===== src/rtl/net_arq_sender.sv =====
// net_arq_sender: multi-lane stop-and-wait ARQ serial transmitter.
//
// One payload word per packet is framed across LANES serial lines in
// lockstep, one bit per bit_tick, MSB first:
//   start(1) | seq_num | lane payload | even parity(seq+payload) | stop(0)
// After the stop bit the sender waits for an ACK carrying the current
// sequence number. If none arrives within TIMEOUT_TICKS ticks, the frame is
// retransmitted, up to MAX_RETRIES times, and then send_fail is pulsed.
//
// Ports:
//   clk, rst_l        clock, synchronous active-low reset
//   bit_tick          one-clk strobe per serial bit period
//   data_valid/ready  payload handshake (ready only in IDLE)
//   data_in           LANES x PAYLOAD_BITS payload, lane k at k*PAYLOAD_BITS
//   ack_received      one-clk ACK pulse, ack_seqNum = its sequence number
//   serial_out        registered serial lines, idle low
//   seq_num           sequence number of the current/next packet
//   retry_cnt         retransmissions of the current packet
//   send_done         one-clk pulse: packet ACKed
//   send_fail         one-clk pulse: retries exhausted

// Per-lane frame builder: selects frame bit idx (0 = start bit).
module net_arq_lane #(
  parameter int PAYLOAD_BITS = 8,
  parameter int SEQ_BITS     = 1,
  parameter int IDX_W        = 4
) (
  input  logic [SEQ_BITS-1:0]     seq,
  input  logic [PAYLOAD_BITS-1:0] payload,
  input  logic [IDX_W-1:0]        idx,
  output logic                    line_bit
);
  localparam int F = SEQ_BITS + PAYLOAD_BITS + 3;

  logic [F-1:0] frame, frame_sh;

  always_comb begin
    frame    = {1'b1, seq, payload, ^{seq, payload}, 1'b0};
    // shift keeps the index arithmetic width-clean; bit F-1 is the current bit
    frame_sh = frame << idx;
    line_bit = frame_sh[F-1];
  end
endmodule

module net_arq_sender #(
  parameter int LANES         = 5,
  parameter int PAYLOAD_BITS  = 8,
  parameter int SEQ_BITS      = 1,
  parameter int TIMEOUT_TICKS = 64,
  parameter int MAX_RETRIES   = 3
) (
  input  logic                             clk,
  input  logic                             rst_l,
  input  logic                             bit_tick,
  input  logic                             data_valid,
  input  logic [LANES*PAYLOAD_BITS-1:0]    data_in,
  output logic                             data_ready,
  input  logic                             ack_received,
  input  logic [SEQ_BITS-1:0]              ack_seqNum,
  output logic [LANES-1:0]                 serial_out,
  output logic [SEQ_BITS-1:0]              seq_num,
  output logic [$clog2(MAX_RETRIES+1)-1:0] retry_cnt,
  output logic                             send_done,
  output logic                             send_fail
);
  localparam int F  = SEQ_BITS + PAYLOAD_BITS + 3;
  localparam int CW = $clog2(F + 1);
  localparam int TW = $clog2(TIMEOUT_TICKS + 1);
  localparam int RW = $clog2(MAX_RETRIES + 1);

  typedef enum logic [1:0] {IDLE, SEND, WAIT_ACK} state_t;

  state_t                             state, state_nx;
  logic [LANES-1:0][PAYLOAD_BITS-1:0] payload;
  logic [CW-1:0]                      bit_cnt;   // frame bits already driven
  logic [TW-1:0]                      timer;
  logic [LANES-1:0]                   lane_bit;
  logic accept, frame_end, ack_ok, time_up, can_retry;

  assign data_ready = (state == IDLE);
  assign accept     = data_valid && data_ready;
  // tick after the stop bit: lines drop and the ACK wait begins
  assign frame_end  = (state == SEND) && bit_tick && (bit_cnt == CW'(F));
  assign ack_ok     = (state == WAIT_ACK) && ack_received && (ack_seqNum == seq_num);
  // a matching ACK in the same cycle wins over the timeout
  assign time_up    = (state == WAIT_ACK) && bit_tick && !ack_ok &&
                      (timer == TW'(TIMEOUT_TICKS - 1));
  assign can_retry  = retry_cnt < RW'(MAX_RETRIES);

  for (genvar k = 0; k < LANES; k++) begin : g_lane
    net_arq_lane #(
      .PAYLOAD_BITS(PAYLOAD_BITS),
      .SEQ_BITS    (SEQ_BITS),
      .IDX_W       (CW)
    ) u_lane (
      .seq     (seq_num),
      .payload (payload[k]),
      .idx     (bit_cnt),
      .line_bit(lane_bit[k])
    );
  end

  always_comb begin
    state_nx = state;
    case (state)
      IDLE:     if (accept) state_nx = SEND;
      SEND:     if (frame_end) state_nx = WAIT_ACK;
      WAIT_ACK: begin
        if (ack_ok)       state_nx = IDLE;
        else if (time_up) state_nx = can_retry ? SEND : IDLE;
      end
      default:  state_nx = IDLE;
    endcase
  end

  always_ff @(posedge clk) begin
    if (!rst_l) state <= IDLE;
    else        state <= state_nx;
  end

  always_ff @(posedge clk) begin
    if (!rst_l) begin
      payload    <= '0;
      bit_cnt    <= '0;
      timer      <= '0;
      serial_out <= '0;
      seq_num    <= '0;
      retry_cnt  <= '0;
      send_done  <= 1'b0;
      send_fail  <= 1'b0;
    end else begin
      send_done <= ack_ok;
      send_fail <= time_up && !can_retry;

      if (accept) begin
        payload   <= data_in;
        retry_cnt <= '0;
        bit_cnt   <= '0;
      end

      if (state == SEND && bit_tick) begin
        if (frame_end) begin
          serial_out <= '0;
          timer      <= '0;
        end else begin
          serial_out <= lane_bit;
          bit_cnt    <= bit_cnt + 1'b1;
        end
      end

      if (state == WAIT_ACK && bit_tick) timer <= timer + 1'b1;

      if (ack_ok) seq_num <= seq_num + 1'b1;

      // retransmit the latched frame unchanged
      if (time_up && can_retry) begin
        retry_cnt <= retry_cnt + 1'b1;
        bit_cnt   <= '0;
      end
    end
  end
endmodule


===== config.mk =====
export PLATFORM = sky130hd
export DESIGN_NAME = net_arq_sender
export DESIGN_NICKNAME = d
export VERILOG_FILES = /design/src/rtl/net_arq_sender.sv
export SDC_FILE = /design/constraint.sdc
export NUM_CORES = 1
export LEC_CHECK = 0
export CAP_MARGIN = 20
export CORE_UTILIZATION = 32
export DETAILED_ROUTE_END_ITERATION = 6
export HOLD_SLACK_MARGIN = 0.12
export PLACE_DENSITY = 0.61
export SLEW_MARGIN = 20
export SYNTH_ARGS = -nofsm -noshare
export SYNTH_HDL_FRONTEND = slang
export SYNTH_SLANG_ARGS = --single-unit

===== constraint.sdc =====
create_clock -name clk -period 3.5 [get_ports clk]
set_input_delay 0.525 -clock clk [delete_from_list [all_inputs] [get_ports clk]]
set_output_delay 0.525 -clock clk [all_outputs]
set_load 0.01 [all_outputs]

After elaboration in Yosys (flattened, before gate mapping)
Cells that the tools add are included.
Widths: inputs -> output; s select.
{"block": "word_totals", "ff_bits": 63, "wordCells": 71}
{"block": "op_classes", "addsub": 4, "n_lt_le_gt_ge": 1, "eq_ne": 8, "shifts": 5, "mux": 15, "bitwise": 1, "n_reduce_logical": 24}
{"operator": "$shl 12x4->12", "count": 5}
{"operator": "$reduce_xor 9->1", "count": 5}
{"operator": "$mux 7", "count": 3}
{"operator": "$mux 2", "count": 6}
{"operator": "$mux 4", "count": 3}
{"operator": "$logic_and 1x1->1", "count": 10}
{"operator": "$add 7x1->7 const B", "count": 1}
{"operator": "$eq 7x6->1 const B", "count": 1}
{"operator": "$pmux 2 s3", "count": 1}
{"operator": "$reduce_bool 2->1", "count": 3}
{"operator": "$mux 5", "count": 1}
{"operator": "$add 4x1->4 const B", "count": 1}
{"operator": "$eq 4x4->1 const B", "count": 1}
{"operator": "$ne 3x3->1 const B", "count": 1}
{"operator": "$reduce_and 3->1", "count": 1}
{"operator": "$add 2x1->2 const B", "count": 1}
{"operator": "$eq 2x1->1 const B", "count": 1}
{"operator": "$eq 2x2->1 const B", "count": 1}
{"operator": "$logic_not 1->1", "count": 2}
{"operator": "$logic_not 2->1", "count": 1}
{"operator": "$lt 2x2->1 const B", "count": 1}
{"operator": "$ne 2x1->1 const B", "count": 1}
{"operator": "$ne 2x2->1 const B", "count": 1}
{"operator": "$reduce_and 2->1", "count": 1}
{"operator": "other kinds (5)", "count": 5}

Longest topological paths before layout
{"block": "logic_depth", "depth_word": 9, "ltp_mapped": 8, "mapped_depth_nobuf": 6}

Modules after synthesis
Synthesis repeated with hierarchy kept, for this count alone.
{"block": "unflattened", "cells_unflattened": 397, "area_unflattened_um2": 3462.1}
{"module": "net_arq_sender", "instances": 1, "cells_per_inst": 302, "area_per_inst_um2": 2605.0}
{"module": "net_arq_lane", "instances": 5, "cells_per_inst": 19, "area_per_inst_um2": 171.4}

Worst setup path before layout
Ideal clock, no wire load.
{"block": "synth_path", "path_type": "reg-to-reg", "start": "reg bit_cnt[0]", "end": "reg timer[2]", "t_arrival_ns": 1.656, "required_time_ns": 3.430, "slack_ns": 1.774, "stages_incl_launch_ff": 9, "path_buffers": 2, "period_less_slack_ns": 1.726, "cell_sequence": "dfxtp_1 > buf_4 > buf_2 > inv_1 > ha_1 > and3_1 > a21oi_1 > o21ai_0 > a21oi_1"}
{"block": "synth_between", "elab_chain_cells": 4}
{"element": "start: declaration", "line_no": "75", "rtl": "logic [CW-1:0] bit_cnt;"}
{"element": "start signal: assignment", "line_no": "147", "rtl": "bit_cnt <= bit_cnt + 1'b1;"}
{"element": "$eq 4x4->1", "line_no": "83", "rtl": "assign frame_end = (state == SEND) && bit_tick && (bit_cnt == CW'(F));"}
{"element": "$logic_and 1x1->1", "line_no": "83"}
{"element": "$reduce_bool 2->1 (no line)"}
{"element": "$reduce_and 2->1 (no line)"}
{"element": "end signal: assignment", "line_no": "151", "rtl": "if (state == WAIT_ACK && bit_tick) timer <= timer + 1'b1;"}
{"element": "end: declaration", "line_no": "76", "rtl": "logic [TW-1:0] timer;"}
Every way passes these cells.
A chain may end at the register's enable or synchronous reset.

Worst setup path after layout
{"block": "layout_path", "start": "reg seq_num", "end": "out seq_num"}
{"element": "start: declaration", "line_no": "61", "rtl": "output logic [SEQ_BITS-1:0] seq_num,"}
{"element": "start signal: assignment", "line_no": "153", "rtl": "if (ack_ok) seq_num <= seq_num + 1'b1;"}
No word-level cell between the ends.

==> summary.md <==
| Metric | Value |
|---|---|
| Status | completed |
| Vias/cell | around 5.1 |
| Setup tns final | 0 ns |
| Sequential area share after synthesis | 37.65% |
| Worst EP required | about 3.0 ns |
| Detail Route Antenna Nets | 0 |
| CP top delay family | flip-flops |
| Hold Crit Class | register to register |
| Hold_sp | payload[16] |
| Clk_lat worst skew | 0.34 ns |
| Num CTS Buffers | 9 |
| FF-to-FF End | serial_out[4] |
| Max Fclk | ~450 MHz |
| Final setup vio count | 0 |
| Fin worst setup slack | approximately 1.3 ns |
| Ant diodes | 0 |
| Synth top area cells | dfxtp_1 38%, nand2_1 10%, a21oi_1 9.3%, mux2i_1 4.5%, xor3_1 3.5% |
| Grt ovf | 0 |
| Max rail drop VDD | approximately 0.17 mV |
| Crit path buf inv count | 1 |
| NetSw | about 390 uW |
| # IOs | 57 |
| # placed instances | about 560 |
| Nets | between 400 and 500 |
| Avg WL per Cell | 13.52 um |
| Distinct cells, synth | between 40 and 50 |
| Gates resized, CTS repair | 0 |
| Largest net degree at the start of global routing | 55 |
| Clock share of power | roughly a third |
| Post-CTS setup buffers | 0 |
| Final WL | 7.760 mm |
| TritonRoute pass-1 iters | 4 |
| Dpl ws | approximately 1.1 ns |
| Clock skew | slightly below 0.007 ns |
| Leak Pwr | ~0.0016 uW |
| Top FF cell, synth | dfxtp_1 |
| Rel. slew slack | a little under two fifths |
| Share of cells above drive strength 1 | about 5.9% |
| Worst Reg-to-Reg Cells | 5 |
| H-tree depth | 3 |
| Cell Chain, Critical Path | clkdlybuf4s50_1 |
| HPWL Detailed | 5.291 mm |
| Max cap viols | 0 |
| Net count after synthesis | approximately 440 |
| CP Capture Type | output port |
| Synth warn | 0 |
| Cts hold-fix bufs | 0 |
| Vias in the first global route | 2,796 |
| Reg-to-Reg Start | bit_cnt[0] |
| Post-Syn Instances | just under 400 |
| Worst R2R Setup Slack | ~1.4 ns |
| Post-Layout Cell Count | 574 |
| Post-Syn Area per Cell | about 8.5 um2 |
| PD cells | 372.8 mW/mm2 |
| Final hold viol count | 0 |
| First-pass GRT wire length | roughly 13 mm |
| Post-synth EDFFs | 0 |
| Seq pwr share | 50.5% |
| Period utilization | between 60% and 70% |
| Critical path fanouts, max | 13 |
| Int Pwr | about 1200 uW |
| Total GRT Usage | roughly 15% |
| CP startpoint kind | register |
| Clock root buffer | clkbuf_8 |
| WP data arrival | 1.72 ns |
| Unrepaired setup endpoints after global routing | no |
| Antenna violations before repair | 0 |
| Dpl cell area | 0.003999 mm2 |
| Crit path kind | register to output port |
| Die ar. | 0.01088 mm2 |
| Hold Path Sink | payload[16] |
| Global placer's final weighted congestion | 0.7497 |
| Vias | approximately 2,900 |
| Slew @ Worst Pin | between 0.9 and 1 ns |
| Tmin final | approximately 2.2 ns |
| Worst hold path depth | 2 |
| Area of the core | 0.009955 mm2 |
| Clk buf depth | 2 |
| # clock sinks | 63 |
| I/O Buffers | 56 |
| Area leader, netlist | dfxtp_1 |
| Cell area after layout | between 0.004 and 0.005 mm2 |
| DRT iter0 DRCs | between 100 and 150 |
| # rows | 36 |
| Area grow syn2layout | 23.91% |
| CTS tree | yes |
| Starting Density | between 30% and 40% |
| CP peak stage delay | about 0.73 ns |
| Yosys top cell area share | a little under two fifths |
| Switch share | between 20% and 30% |
| Die Span X | approximately 100 um |
| Area of the mapped netlist | approximately 0.0033 mm2 |
| #FFs+latches synth | 63 |
| Slew Viols, Final | 0 |
| Vert. Die Dim | about 100 um |
| Combinational share of power | roughly 16% |
| Clock Pin Slew Worst Setup and Hold Paths | 0.07 ns |
| Ys async rst share | 0% |
| DRC | 0 |
| CP max stage cell | dfxtp_1 |
## cell usage in the layout, fill, tap and decap left out, drive strengths merged, types with 3 or more instances in the layout
cell type | synthesis | layout
nand2 | 92 | 92
dfxtp | 63 | 63
a21oi | 62 | 62
clkdlybuf4s50 | 0 | 56
nor2 | 16 | 16
mux2i | 15 | 15
o21ai | 13 | 13
xnor2 | 11 | 11
clkbuf | 17 | 11
nor2b | 10 | 10
nand3 | 8 | 8
mux4 | 5 | 5
a2bb2oi | 5 | 5
o221ai | 5 | 5
xor3 | 5 | 5
xor2 | 5 | 5
xnor3 | 5 | 5
a221oi | 5 | 5
inv | 5 | 5
nor3 | 4 | 4
ha | 4 | 4
buf | 8 | 4
and3b | 3 | 3
and3 | 3 | 3
nand3b | 3 | 3
## cells in the mapped netlist, types with 6 or more instances
master / n
nand2_1: 92
dfxtp_1: 63
a21oi_1: 62
clkbuf_1: 17
nor2_1: 16
mux2i_1: 15
o21ai_0: 13
xnor2_1: 11
nor2b_1: 10
nand3_1: 8
buf_2: 6
## through the flow
stage	hold WS [ns]	power (uW)	utilization (%)
6_report	0.4733	1547	41.69
5_1_grt	0.5019	1626	41.69
4_1_cts	0.4764	1571	41.69
3_5_place_dp	0.4651	1049	40.17
3_3_place_gp	0.4636	1045	40.17
2_1_floorplan	0.4439	954.6	-
## cell type report
type,instances,area [um2]
fillers,1011,5804
multi-input cells,300,1962
inverters,5,18.77
clock inverters,2,10.01
well taps,133,166.4
flip-flops and latches,63,1261
repair buffers,60,590.6
clock buffers,11,141.4
## metal layers
metal	routed length (um)	vias up	global-route usage, %	share of wire [%]
li1	-	1465	-	-
met2	3597	77	24.74	46
met4	124	0	6.429	1.6
met3	384	8	2.820	4.9
met1	3654	1349	19.64	47
met5	0	-	0	0
## worst max-delay path by stage
stage	from	slack, ns	end	cells past startpoint
floorplan	bit_cnt[0]	1.77	timer[2]	8
global placement	bit_tick	1.12	bit_cnt[3]	5
detailed placement	bit_tick	1.08	bit_cnt[3]	5
CTS	seq_num	1.22	seq_num	1
global route	bit_cnt[0]	1.12	serial_out[4]	5
finish	seq_num	1.25	seq_num	1
## logic make-up after synthesis
| logic type | Yosys count | synth area share [%] |
|---|---|---|
| simple gates | 150 | 20.51 |
| mux | 20 | 7.845 |
| flops | 63 | 37.65 |
| buf+inv | 30 | 3.922 |
| fa+ha+maj | 4 | 1.494 |
| xor+xnor | 26 | 11.09 |
| compound gates | 100 | 17.48 |
## power by group through the flow
stage	clock (uW)	sequential, uW	combinational (uW)
global placement	0	797	249
detailed placement	0	798	251
floorplan	0	788	167
finish	516	782	250
CTS	536	782	253
global route	563	787	276
## sequential cells by signal, indices dropped and copies added (netlist names)
register,count
timer,7
serial_out,5
send_done,1
seq_num,1
state,2
bit_cnt,4
payload,40
retry_cnt,2
send_fail,1
No activity file was read; power rests on OpenSTA's default activity.
